===== config.mk =====
export PLATFORM = sky130hd
export DESIGN_NAME = icache_ctrl_nway
export DESIGN_NICKNAME = d
export VERILOG_FILES = /design/src/rtl/icache_ctrl_nway_pkg.sv /design/src/rtl/icache_ctrl_nway_plru.sv /design/src/rtl/icache_ctrl_nway.sv
export SDC_FILE = /design/constraint.sdc
export NUM_CORES = 1
export LEC_CHECK = 0
export CAP_MARGIN = 20
export CORE_AREA = 8 8 261 263
export DETAILED_ROUTE_END_ITERATION = 16
export DIE_AREA = 0 0 269 271
export GPL_TIMING_DRIVEN = 1
export PLACE_DENSITY = 0.77
export SLEW_MARGIN = 20
export SYNTH_ARGS = -nofsm -noshare
export SYNTH_HDL_FRONTEND = slang
export SYNTH_SLANG_ARGS = --single-unit

===== constraint.sdc =====
create_clock -name clk -period 4.03 [get_ports clk]
set_clock_uncertainty 0.1 [all_clocks]
set_input_delay 0.6045 -clock clk [delete_from_list [all_inputs] [get_ports clk]]
set_output_delay 0.6045 -clock clk [all_outputs]
set_load 0.005 [all_outputs]

===== src/rtl/icache_ctrl_nway_pkg.sv =====
// Shared constants for the N-way instruction cache controller.
package icache_ctrl_nway_pkg;

  localparam logic [2:0] StFlush    = 3'd0;
  localparam logic [2:0] StIdle     = 3'd1;
  localparam logic [2:0] StAccess   = 3'd2;
  localparam logic [2:0] StMissReq  = 3'd3;
  localparam logic [2:0] StMissWait = 3'd4;
  localparam logic [2:0] StFill     = 3'd5;

  localparam logic ENABLE  = 1'b1;
  localparam logic DISABLE = 1'b0;

endpackage


===== src/rtl/icache_ctrl_nway_plru.sv =====
// Tree pseudo-LRU for one set: victim lookup and MRU update (bit=0 means victim on the left).
module icache_ctrl_nway_plru #(
  parameter int unsigned WAYS = 4,
  localparam int unsigned WayW  = $clog2(WAYS),
  localparam int unsigned NodeW = (WAYS > 2) ? $clog2(WAYS - 1) : 1
) (
  input  logic [WAYS-2:0] bits_i,
  input  logic [WayW-1:0] way_i,
  output logic [WayW-1:0] victim_o,
  output logic [WAYS-2:0] bits_o
);

  logic [NodeW-1:0] v_node, u_node;
  logic             v_dir, u_dir;
  logic [WayW-1:0]  u_way;

  // Heap-ordered tree: children of node n are 2n+1 (left) and 2n+2 (right).
  always_comb begin
    victim_o = '0;
    v_node   = '0;
    v_dir    = 1'b0;
    for (int l = 0; l < WayW; l++) begin
      v_dir    = bits_i[v_node];
      victim_o = WayW'({victim_o, v_dir});
      v_node   = NodeW'(2 * int'(v_node) + 1 + int'(v_dir));
    end
  end

  always_comb begin
    bits_o = bits_i;
    u_node = '0;
    u_dir  = 1'b0;
    u_way  = way_i;
    for (int l = 0; l < WayW; l++) begin
      u_dir          = u_way[WayW-1];
      bits_o[u_node] = ~u_dir;
      u_node         = NodeW'(2 * int'(u_node) + 1 + int'(u_dir));
      u_way          = u_way << 1;
    end
  end

endmodule


===== src/rtl/icache_ctrl_nway.sv =====
// N-way set-associative instruction cache controller: lookup, L2 refill with
// critical-word forwarding, invalidate sweep after reset/flush, tree-PLRU replacement.
module icache_ctrl_nway
  import icache_ctrl_nway_pkg::*;
#(
  parameter int unsigned ADDR_W   = 30,
  parameter int unsigned WAYS     = 2,
  parameter int unsigned INDEX_W  = 8,
  parameter int unsigned OFFSET_W = 2,
  localparam int unsigned TAG_W  = ADDR_W - INDEX_W - OFFSET_W,
  localparam int unsigned TE_W   = TAG_W + 1,
  localparam int unsigned LINE_W = 32 << OFFSET_W
) (
  input  logic                   clk,
  input  logic                   rst,
  input  logic [ADDR_W-1:0]      if_addr,
  input  logic                   if_req,
  output logic [31:0]            cpu_data,
  output logic                   data_rdy,
  output logic                   miss_stall,
  output logic [INDEX_W-1:0]     index,
  output logic                   block_re,
  input  logic [WAYS*TE_W-1:0]   tag_rd,
  input  logic [WAYS*LINE_W-1:0] data_rd,
  output logic [WAYS-1:0]        way_we,
  output logic [TE_W-1:0]        tag_wd,
  output logic [LINE_W-1:0]      data_wd,
  output logic                   irq,
  output logic [ADDR_W-OFFSET_W-1:0] l2_addr,
  input  logic                   ic_en,
  input  logic                   l2_rdy,
  input  logic [LINE_W-1:0]      l2_data,
  input  logic                   flush,
  output logic                   flush_done
);

  localparam int unsigned SETS = 1 << INDEX_W;
  localparam int unsigned WayW = $clog2(WAYS);

  logic [2:0]          state_q, state_d;
  logic [INDEX_W-1:0]  cnt_q, cnt_d;
  logic                flush_pend_q, flush_pend_d;
  logic [ADDR_W-1:0]   lk_addr_q, lk_addr_d, miss_addr_q, miss_addr_d;
  logic [WayW-1:0]     victim_q, victim_d;
  logic [LINE_W-1:0]   line_q, line_d;
  logic [WAYS-2:0]     plru_q [SETS];

  logic                plru_we;
  logic [INDEX_W-1:0]  plru_set;
  logic [WayW-1:0]     plru_way, plru_victim;
  logic [WAYS-2:0]     plru_bits_next;

  logic [INDEX_W-1:0]  if_set, lk_set, miss_set;
  logic [TAG_W-1:0]    lk_tag, miss_tag;
  logic [OFFSET_W-1:0] lk_word, miss_word;

  logic                hit_any, inv_any;
  logic [WayW-1:0]     hit_way, inv_way;
  logic [LINE_W-1:0]   hit_line;
  logic [TE_W-1:0]     tag_e;

  assign if_set    = if_addr[OFFSET_W +: INDEX_W];
  assign lk_set    = lk_addr_q[OFFSET_W +: INDEX_W];
  assign lk_tag    = lk_addr_q[ADDR_W-1 -: TAG_W];
  assign lk_word   = lk_addr_q[OFFSET_W-1:0];
  assign miss_set  = miss_addr_q[OFFSET_W +: INDEX_W];
  assign miss_tag  = miss_addr_q[ADDR_W-1 -: TAG_W];
  assign miss_word = miss_addr_q[OFFSET_W-1:0];

  // Descending scan so the lowest-numbered matching way wins.
  always_comb begin
    hit_any  = 1'b0;
    hit_way  = '0;
    hit_line = '0;
    inv_any  = 1'b0;
    inv_way  = '0;
    tag_e    = '0;
    for (int w = WAYS - 1; w >= 0; w--) begin
      tag_e = tag_rd[w*TE_W +: TE_W];
      if (tag_e[TE_W-1] && (tag_e[TAG_W-1:0] == lk_tag)) begin
        hit_any  = 1'b1;
        hit_way  = WayW'(w);
        hit_line = data_rd[w*LINE_W +: LINE_W];
      end
      if (!tag_e[TE_W-1]) begin
        inv_any = 1'b1;
        inv_way = WayW'(w);
      end
    end
  end

  assign plru_set = (state_q == StFill) ? miss_set : lk_set;
  assign plru_way = (state_q == StFill) ? victim_q : hit_way;

  icache_ctrl_nway_plru #(
    .WAYS(WAYS)
  ) u_plru (
    .bits_i  (plru_q[plru_set]),
    .way_i   (plru_way),
    .victim_o(plru_victim),
    .bits_o  (plru_bits_next)
  );

  always_comb begin
    state_d      = state_q;
    cnt_d        = '0;
    flush_pend_d = flush_pend_q;
    lk_addr_d    = lk_addr_q;
    miss_addr_d  = miss_addr_q;
    victim_d     = victim_q;
    line_d       = line_q;
    plru_we      = DISABLE;
    cpu_data     = '0;
    data_rdy     = DISABLE;
    miss_stall   = DISABLE;
    index        = '0;
    block_re     = DISABLE;
    way_we       = '0;
    tag_wd       = '0;
    data_wd      = '0;
    irq          = DISABLE;
    l2_addr      = '0;
    flush_done   = DISABLE;

    case (state_q)
      StFlush: begin
        index        = cnt_q;
        way_we       = '1;
        miss_stall   = ENABLE;
        cnt_d        = cnt_q + 1'b1;
        flush_pend_d = 1'b0;
        if (&cnt_q) begin
          flush_done = ENABLE;
          state_d    = StIdle;
        end
      end
      StIdle: begin
        index     = if_set;
        block_re  = ENABLE;
        lk_addr_d = if_addr;
        state_d   = flush ? StFlush : StAccess;
      end
      StAccess: begin
        index     = if_set;
        block_re  = ENABLE;
        lk_addr_d = if_addr;
        if (flush) begin
          state_d = StFlush;
        end else if (if_req && (lk_addr_q == if_addr)) begin
          if (hit_any) begin
            data_rdy = ENABLE;
            cpu_data = hit_line[32*lk_word +: 32];
            plru_we  = ENABLE;
          end else begin
            miss_addr_d = lk_addr_q;
            victim_d    = inv_any ? inv_way : plru_victim;
            miss_stall  = ENABLE;
            state_d     = StMissReq;
          end
        end
      end
      StMissReq: begin
        irq        = ENABLE;
        l2_addr    = miss_addr_q[ADDR_W-1:OFFSET_W];
        miss_stall = ENABLE;
        if (flush) flush_pend_d = 1'b1;
        if (ic_en) state_d = StMissWait;
      end
      StMissWait: begin
        irq        = ENABLE;
        l2_addr    = miss_addr_q[ADDR_W-1:OFFSET_W];
        miss_stall = ENABLE;
        if (flush) flush_pend_d = 1'b1;
        if (l2_rdy) begin
          line_d  = l2_data;
          state_d = StFill;
        end else if (!ic_en) begin
          state_d = StMissReq;
        end
      end
      StFill: begin
        way_we       = WAYS'(1) << victim_q;
        index        = miss_set;
        tag_wd       = {1'b1, miss_tag};
        data_wd      = line_q;
        data_rdy     = ENABLE;
        cpu_data     = line_q[32*miss_word +: 32];
        plru_we      = ENABLE;
        flush_pend_d = 1'b0;
        state_d      = (flush_pend_q || flush) ? StFlush : StIdle;
      end
      default: state_d = StFlush;
    endcase

    // Outputs stay quiet while reset is held; the sweep starts once it is released.
    if (rst) begin
      cpu_data   = '0;
      data_rdy   = DISABLE;
      miss_stall = ENABLE;
      index      = '0;
      block_re   = DISABLE;
      way_we     = '0;
      tag_wd     = '0;
      data_wd    = '0;
      irq        = DISABLE;
      l2_addr    = '0;
      flush_done = DISABLE;
    end
  end

  always_ff @(posedge clk) begin
    if (rst) begin
      state_q      <= StFlush;
      cnt_q        <= '0;
      flush_pend_q <= 1'b0;
      lk_addr_q    <= '0;
      miss_addr_q  <= '0;
      victim_q     <= '0;
      line_q       <= '0;
    end else begin
      state_q      <= state_d;
      cnt_q        <= cnt_d;
      flush_pend_q <= flush_pend_d;
      lk_addr_q    <= lk_addr_d;
      miss_addr_q  <= miss_addr_d;
      victim_q     <= victim_d;
      line_q       <= line_d;
    end
  end

  always_ff @(posedge clk) begin
    if (rst) begin
      for (int s = 0; s < int'(SETS); s++) plru_q[s] <= '0;
    end else if (plru_we) begin
      plru_q[plru_set] <= plru_bits_next;
    end
  end

endmodule

Word-level counts from Yosys, hierarchy flattened. Memories as Yosys holds them, arrays and structs flattened. Index checks and enable logic that the tools add are counted.

Logic and storage cells: 110. Flip-flop bits (word level): 201. Memories: 1. Bits in writable memories: 256. Bits of input ports: 462.

Muxes and demuxes: 63. Reductions and logical operators: 17. Shift operators: 3. Bitwise logic cells: 4. Add/subtract/negate cells: 1. Equal/unequal tests: 14.

Memory list: plru_q (words 256, width 1, read ports 1, clocked after memory_dff 0, wr ports 256, line icache_ctrl_nway.sv:46) `logic [WAYS-2:0] plru_q [SETS];`.

Operators with widths (number): $mux 128 (4); $shiftx 128x8->32 (2); $mux 32 (4); $pmux 32 s2 (1); $mux 28 (2); $mux 21 (2); $eq 20x20->1 (2); $mux 1 (32); $eq 30x30->1 (1); $mux 8 (3); $pmux 8 s3 (1); $mux 3 (7); $pmux 3 s6 (1); $ne 3x3->1 const B (3); $add 8x1->8 const B (1); $reduce_and 8->1 (1); $reduce_or 2->1 (4); $eq 3x2->1 const B (2); $eq 3x3->1 const B (2); $pmux 1 s2 (3); $reduce_and 5->1 (1); $mux 2 (2); $ne 2x2->1 const B (2); $not 1->1 (4); 12 further kinds (15).

Logic depth before layout (Yosys ltp). Gate-level depths: netlist (run 1).

Depth in word-level cells: 13. Depth in mapped cells: 17.

By module. Synthesis (run 1) repeated with hierarchy kept, for this count alone.

Cell total of the unflattened synthesis: 3309. Area, all modules: 28942.8 µm².

By module, submodules not included: icache_ctrl_nway (cells an instance 3307, area an instance 28931.5 µm², instances 1); icache_ctrl_nway_plru (cells an instance 2, area an instance 11.3 µm², instances 1).

Worst setup path before layout (run 1). Ideal clock, no wire load.

Kind: input to output. Start: input tag_rd[3]. End: output cpu_data[0]. Data arrival time: 2891 ps. Slack: 435 ps. Cell stages on the path: 11. Required time: 3326 ps. Cells stage by stage: xor2_1 > or2_1 > nor3b_1 > and4_1 > clkbuf_1 > clkbuf_1 > clkbuf_1 > a22oi_1 > mux4_2 > nand2b_1 > a21oi_1.

Longest elaborated chain between the ends: 9. Elaborated cells between the ends (all ways): 10. Classes of those cells: eq/ne (1); shift (1); mux (7); reduce/logical (1).

RTL lines: from (decl) (line icache_ctrl_nway.sv:23) `input logic [WAYS*TE_W-1:0] tag_rd,`; $eq 20x20->1 * (line icache_ctrl_nway.sv:80) `if (tag_e[TE_W-1] && (tag_e[TAG_W-1:0] == lk_tag)) begin`; $logic_and 1x1->1 * (line icache_ctrl_nway.sv:80); $mux 128 (line icache_ctrl_nway.sv:80); $shiftx 128x8->32 (line icache_ctrl_nway.sv:152) `cpu_data = hit_line[32*lk_word +: 32];`; $mux 32 * (line icache_ctrl_nway.sv:150) `if (hit_any) begin`; $mux 32 * (line icache_ctrl_nway.sv:149) `end else if (if_req && (lk_addr_q == if_addr)) begin`; $mux 32 * (line icache_ctrl_nway.sv:147) `if (flush) begin`; $pmux 32 s2 * (line icache_ctrl_nway.sv:125) `case (state_q)`; $mux 32 * (line icache_ctrl_nway.sv:196) `if (rst) begin`; to (decl) (line icache_ctrl_nway.sv:18) `output logic [31:0] cpu_data,`.

Every way passes the cells marked *; elsewhere a longest branch is shown, timed or not.

Final worst setup path (run 1).
Start: register lk_addr_q[12]. End: output cpu_data[0].

Longest elaborated chain between the ends: 10. Elaborated cells between the ends (all ways): 16. Classes of those cells: eq/ne (3); shift (1); mux (9); reduce/logical (3).

RTL lines: from (decl) (line icache_ctrl_nway.sv:43) `logic [ADDR_W-1:0] lk_addr_q, lk_addr_d, miss_addr_q, miss_addr_d;`; from (signal assigned) (line icache_ctrl_nway.sv:224) `lk_addr_q <= lk_addr_d;`; $eq 20x20->1 (line icache_ctrl_nway.sv:80); $logic_and 1x1->1 (line icache_ctrl_nway.sv:80); $mux 128 (2 in series) (line icache_ctrl_nway.sv:80); $shiftx 128x8->32 (line icache_ctrl_nway.sv:152); $mux 32 (line icache_ctrl_nway.sv:150); $mux 32 * (line icache_ctrl_nway.sv:149); $mux 32 * (line icache_ctrl_nway.sv:147); $pmux 32 s2 * (line icache_ctrl_nway.sv:125); $mux 32 * (line icache_ctrl_nway.sv:196).

Marks and branches as above.

==> results of run 1 <==
where the power goes:
group          total [mW]  internal, mW  switching (mW)
logic                4.66          1.95            2.71
registers            5.33          5.13           0.204
clock network        4.55          2.57            1.98
logic make-up after synthesis:
logic type                 count (synthesis)  share of synthesized area, %
and+or+nand+nor                         1286                          21.9
xor gates and xnor gates                  77                          2.54
buffers and inverters                    315                          4.83
muxes                                    150                          8.46
DFF                                      457                          44.1
AOI/OAI and AO/OA                        731                          18.1
adders and majority gates                  1                        0.0471
placed cells by master (no fill, tap or decap), types with 9 or more instances in the layout:
master and instances:
nand3_1 40, buf_2 27, nand4_1 16, mux4_2 59, o22ai_1 30, diode_2 17
buf_6 22, nor4_1 20, clkbuf_16 51, a22oi_2 30, o21bai_1 132, buf_8 10
clkbuf_1 13, xnor2_1 25, nand2_1 549, nand2b_4 26, mux2i_1 84, and2_1 185
dfxtp_1 192, a22oi_1 94, xor2_1 35, nor2_1 342, a21oi_1 218, clkdlybuf4s50_1 636
xnor2_2 14, nor3_1 16, o21ai_0 13, a21oi_2 28, a21o_1 126, or4_1 13
edfxtp_1 256, and3_1 9, buf_12 44, buf_4 229
critical path, stage by stage, from the launching register on:
cell      delay (ps)
dfxtp_2          340
xnor2_2          180
nand2_1           90
or3b_4           390
nor4_4           290
nand4_1          150
buf_6            160
nor2_4           100
buf_12           160
buf_16           160
buf_12           110
buf_8            120
a22oi_2           50
mux4_2           540
nand2b_4         170
a21oi_2          100
buf_2            130
cell type report:
cell class,instances,area (sq um)
Clock inverter,18,170
Inverter,5,18.8
Clock buffer,70,1410
Timing Repair Buffer,988,9820
Sequential cell,457,11700
Fill cell,5378,25100
Tap cell,855,1070
Antenna cell,17,42.5
Multi-Input combinational cell,2246,14500
path summary, 6_finish.rpt:
check	to
max	cpu_data[0]
min	miss_addr_q[5]$_SDFFE_PP0P_
max reg2reg	plru_q[148]$_SDFFCE_PN0P_
min reg2reg	line_q[116]$_SDFFE_PP0P_
per-stage QoR:
| step | area, sq um | setup slack [ps] |
|---|---|---|
| after floorplan | 26600 | 435 |
| after global placement | 35800 | -1090 |
| after detailed placement | 35800 | -1120 |
| after CTS | 38200 | -528 |
| after global routing | 38700 | -646 |
| final | 38700 | -521 |
routing by layer:
layer	track usage [%]	vias up	share of wire, %
met5	0	-	0.071
met3	11.9	390	13
met4	19.4	14	6.7
met2	55.1	1945	45
li1	-	12049	-
met1	42.0	13381	35
flip-flops by register name, indices dropped and copies added, names as in the netlist:
| signal | flops |
|---|---|
| lk_addr_q | 30 |
| flush_pend_q | 1 |
| plru_q | 256 |
| miss_addr_q | 30 |
| victim_q | 1 |
| state_q | 3 |
| line_q | 128 |
| cnt_q | 8 |
timing repair:
item                       4_1_cts  5_1_grt
pin swaps                       39       33
setup buffers                   22       12
gates cloned                     6        1
resized for setup              260       99
setup endpoints to repair       47      158
==> flow_metrics.py, run 1 <==
metrics = {
    "timing": {
        "slew_viol_final": 0,
        "worst_slew_pin_slew_ps": 1480,
        "hold_viol": 0,
        "rsz0062_at_grt": "yes",
        "layout_min_cycle_time_ps": 4550,
        "setup_viol": 33,
        "hold_ws_ps": 275,
        "fmax_mhz": 220,
        "finalSetupTns_ps": -13220,
        "fin_crit_sh_pct": 113,
        "slew_headroom_pct": 1.62,
        "fin_ws_ps": -521,
    },
    "place": {
        "placed_cells": 4517,
        "io_buffer_count": 685,
        "gp_routability_congestion": 1.02,
        "dp_hpwl_microns": 102000,
    },
    "pwr": {
        "p_leak_nw": 13.8,
        "p_total_mw": 14.5,
        "p_per_area_mw_per_mm2": 375,
        "ir_drop_mv": 0.290,
    },
    "cells_and_area": {
        "post-route-util_pct": 60.6,
        "layout.cells.non_filler": 4656,
        "area_delta_synth_final_pct": 45.8,
        "nets": 4211,
        "drive_gt1_share_pct": 16.9,
    },
    "synth": {
        "synth_top_area_share_pct": 28.9,
        "synth.distinct_cells": 65,
        "ys_ff_latch": 457,
        "syn_inst": 3017,
        "syn_area_sq_mm": 0.0266,
        "synth_common_cells": "nand2_1, nor2_1, edfxtp_1, clkbuf_1, a21oi_1",
        "ys_seq_area_share_pct": 44.1,
        "synthTopCellsByArea": "edfxtp_1, dfxtp_1, nand2_1, mux4_2, nor2_1",
        "yosysWarnings": 0,
        "synth_flop_cell": "edfxtp_1",
        "synth-edff-count": 256,
        "yosysTopAreaCell": "edfxtp_1",
        "syn_area_per_cell_sq_um": 8.80,
        "synth_nets": 3480,
        "yosysMostFrequentCell": "nand2_1",
        "async_reset_ff_share_pct": 0,
    },
    "floorplan": {
        "core_area_sq_mm": 0.0639,
        "placementRows": 93,
        "die_w_microns": 269,
        "die_height_microns": 271,
        "io_pins": 686,
        "initial_core_util_pct": 41.6,
        "die_area_sq_mm": 0.0729,
    },
    "routing": {
        "wl_per_cell_microns": 29.0,
        "via_count": 27779,
        "drt_iter0_drc": 3777,
        "vias_per_cell": 5.97,
        "drtPass1Iterations": 7,
        "drcViolationCount": 0,
        "route.antenna.remaining_nets": 0,
        "wl_microns": 135000,
    },
    "critical_path": {
        "rr_startpoint": "lk_addr_q[28]$_SDFFE_PP0N_",
        "cp-startpoint": "lk_addr_q[12]$_SDFFE_PP0N_",
        "crit_type": "reg -> out",
        "start_kind": "register",
        "reg2reg_slack_ps": 70,
        "crit_path_end_kind": "output port",
        "critPathMaxFanout": 8,
        "rr_worst_depth": 16,
        "crit_arrival_ps": 3850,
        "cp.required_ps": 3330,
    },
    "hold_path": {
        "hp-start": "rst",
        "hp-class": "in -> reg",
        "worstHoldPathCells": 2,
    },
    "global_routing": {
        "grt_max_degree": 234,
        "antenna_found_initial": 21,
        "grt_usage_pct": 35.2,
        "grt_pass1_vias": 26635,
        "grt_overflow_total": 0,
        "grt_pass1_wl_microns": 188000,
    },
    "run": {
        "maxCapViolCount": 0,
    },
    "clock_tree": {
        "cts.sinks": 457,
        "worst_skew_pair.late_latency_ps": 610,
        "htreeDepth": 2,
        "path_clk_slew_ps": 60,
        "clockBufferDepth": 3,
        "cts_tree": "yes",
        "cts_buffers": 50,
        "clock-root-buffer": "clkbuf_16",
        "cts_hold_buf": 0,
    },
    "status": {
        "violations": "negative setup slack",
        "run_status": "finished, violations left",
    },
}
(Power assumes the default switching activity.)
==> run 2, diff against run 1 <==
--- a/config.mk
+++ b/config.mk
@@ -5,13 +5,14 @@
 export SDC_FILE = /design/constraint.sdc
 export NUM_CORES = 1
 export LEC_CHECK = 0
-export CAP_MARGIN = 20
-export CORE_AREA = 8 8 261 263
+export CAP_MARGIN = 0
+export CORE_AREA = 8 8 262 264
 export DETAILED_ROUTE_END_ITERATION = 16
-export DIE_AREA = 0 0 269 271
+export DIE_AREA = 0 0 270 272
 export GPL_TIMING_DRIVEN = 1
-export PLACE_DENSITY = 0.77
+export PLACE_DENSITY = 0.8
 export SLEW_MARGIN = 20
 export SYNTH_ARGS = -nofsm -noshare
 export SYNTH_HDL_FRONTEND = slang
+export SYNTH_HIERARCHICAL = 1
 export SYNTH_SLANG_ARGS = --single-unit
==> run 2 against run 1 <==
Against the previous run:
- the flow still finishes with violations (negative setup slack)
- sequential cell count did not move
- fmax rose by 8.3%
- sequential power about the same
- cell count increased by 4.8%
- total power is 4.4% higher
- worst hold slack better by 20 ps
- combinational power grew 8.4%
- area after synthesis up 9.0%
- design area increased by 3.9%
==> flow_metrics.py, run 2 <==
metrics = {
    "timing": {
        "slew_headroom_pct": 26.5,
        "hold_ws_ps": 294,
        "fin_crit_sh_pct": 104,
        "fin_ws_ps": -171,
        "hold_viol": 0,
        "worst_slew_pin_slew_ps": 1100,
        "setup_viol": 32,
        "fmax_mhz": 238,
        "rsz0062_at_grt": "yes",
        "layout_min_cycle_time_ps": 4200,
        "slew_viol_final": 0,
    },
    "critical_path": {
        "cp.required_ps": 3330,
        "path_delay_family": "buffers and inverters",
        "critPathMaxFanout": 8,
        "crit_type": "reg -> out",
        "path_cells": "xor2_2, or4_4, nor4_4, buf_4, nand4_1, buf_6, a21oi_4, o211ai_1, buf_4, clkbuf_16, buf_6, o31ai_4, buf_2",
        "crit_arrival_ps": 3500,
        "timing.critical_path.buf_inv": 6,
        "max_stage_delay_ps": 550,
        "rr_startpoint": "state_q[2]$_SDFFE_PP0P_",
        "start_kind": "register",
        "crit_path_end_kind": "output port",
        "cp-startpoint": "lk_addr_q[12]$_SDFFE_PP0N_",
        "slowest_stage": "or4_4",
    },
    "clock_tree": {
        "cts_hold_buf": 0,
        "path_clk_slew_ps": 70,
        "clockBufferDepth": 3,
        "worst_skew_pair.late_latency_ps": 610,
        "clock-root-buffer": "clkbuf_16",
        "cts_tree": "yes",
        "htreeDepth": 2,
        "cts_buffers": 50,
        "cts.sinks": 457,
    },
    "synth": {
        "synth-edff-count": 256,
        "synthTopCellsByArea": "edfxtp_1, dfxtp_1, nand2_1, a21o_1, mux2i_1",
        "syn_inst": 3309,
        "yosysWarnings": 6,
        "syn_area_per_cell_sq_um": 8.75,
        "yosysTopAreaCell": "edfxtp_1",
        "synth_nets": 3772,
        "ys_ff_latch": 457,
        "synth_flop_cell": "edfxtp_1",
        "async_reset_ff_share_pct": 0,
        "synth_common_cells": "nand2_1, nor2_1, a21oi_1, clkbuf_1, edfxtp_1",
        "syn_area_sq_mm": 0.0289,
        "synth_top_area_share_pct": 26.6,
        "ys_seq_area_share_pct": 40.5,
        "yosysMostFrequentCell": "nand2_1",
        "synth.distinct_cells": 59,
    },
    "cells_and_area": {
        "drive_gt1_share_pct": 14.8,
        "nets": 4416,
        "largest_register": "plru_q",
        "largestRegisters": "plru_q (256), line_q (128)",
        "area_delta_synth_final_pct": 39.0,
        "final_common_cell": "clkdlybuf4s50_1",
        "final_cell_mix": "clkdlybuf4s50_1, nand2_1, nor2_1",
        "largest_register_ffs": 256,
        "layout.cells.non_filler": 4880,
    },
    "global_routing": {
        "grt_overflow_total": 0,
        "grt_max_degree": 229,
        "grt_pass1_wl_microns": 204000,
        "grt_pass1_vias": 29010,
        "grt_usage_pct": 37.6,
        "antenna_found_initial": 45,
    },
    "pwr": {
        "p_leak_nw": 16.0,
        "ir_drop_mv": 0.311,
        "p_per_area_mw_per_mm2": 377,
    },
    "hold_path": {
        "hp-class": "in -> reg",
        "hp-start": "rst",
    },
    "routing": {
        "wl_per_cell_microns": 29.7,
        "wl_microns": 145000,
        "drtPass1Iterations": 7,
        "route.antenna.remaining_nets": 0,
        "vias_per_cell": 6.21,
        "via_count": 30303,
        "drt_iter0_drc": 4392,
        "drcViolationCount": 0,
    },
    "place": {
        "dp_hpwl_microns": 107000,
        "gp_routability_congestion": 1.02,
        "io_buffer_count": 685,
        "placed_cells": 4754,
    },
    "floorplan": {
        "die_area_sq_mm": 0.0734,
        "placementRows": 94,
        "die_height_microns": 272,
        "core_area_sq_mm": 0.0648,
        "io_pins": 686,
        "initial_core_util_pct": 44.7,
        "die_w_microns": 270,
    },
    "status": {
        "run_status": "finished, violations left",
        "violations": "negative setup slack",
    },
    "run": {
        "maxCapViolCount": 0,
    },
}
-- run 2: power breakdown --
group,internal (mW),switching [mW]
logic,2.12,2.93
registers,5.13,0.214
clock network,2.74,2.05
total,9.99,5.20
-- run 2: cell type report --
cell class	instances	area, sq um
diodes	25	62.6
clock buffers	66	1450
clock inverters	24	243
fillers	5291	24600
inverters	15	58.8
multi-input cells	2475	16200
flip-flops and latches	457	11700
well taps	864	1080
repair buffers	954	9390
-- run 2: what timing repair did --
item,4_1_cts,5_1_grt
pin swaps,33,14
setup endpoints to repair,40,117
gates resized for setup,204,37
setup buffers,7,3
cloned,3,0
-- run 2: metal layers --
layer / track usage, % / part of all wire (%) / vias to the layer above
met4: 28.0 / 9.0 / 14
met5: 0 / 0.069 / -
li1: - / - / 13094
met1: 43.0 / 34 / 14495
met2: 60.2 / 46 / 2202
met3: 10.2 / 11 / 498
-- run 2: stage by stage --
stage               setup WS (ps)  util, %  area (sq um)  total power, mW  TNS [ps]
floorplan                     670        -         28900             8.07         0
global placement             -717     58.6         38000             10.2    -18170
global route                 -272     62.1         40200             15.7     -5570
detailed placement           -616     58.6         38000             10.2    -16640
CTS                          -259     61.8         40000             15.0     -5620
finish                       -171     62.1         40200             15.2     -2660
-- run 2: path summary, 6_finish.rpt --
path / slack (ps) / cells past startpoint / to
setup / recovery: -170 / 13 / cpu_data[1]
hold / removal: 290 / 2 / miss_addr_q[4]$_SDFFE_PP0P_
setup reg to reg: 160 / 12 / victim_q$_SDFFE_PP0P_
hold reg to reg: 370 / 2 / line_q[38]$_SDFFE_PP0P_
-- run 2: cell families after synthesis --
logic type	synth area share, %
muxes	11.5
AOI/OAI and AO/OA	18.7
and+or+nand+nor	21.6
buffers and inverters	5.36
xor gates and xnor gates	2.36
adders and majority gates	0.0432
DFF	40.5
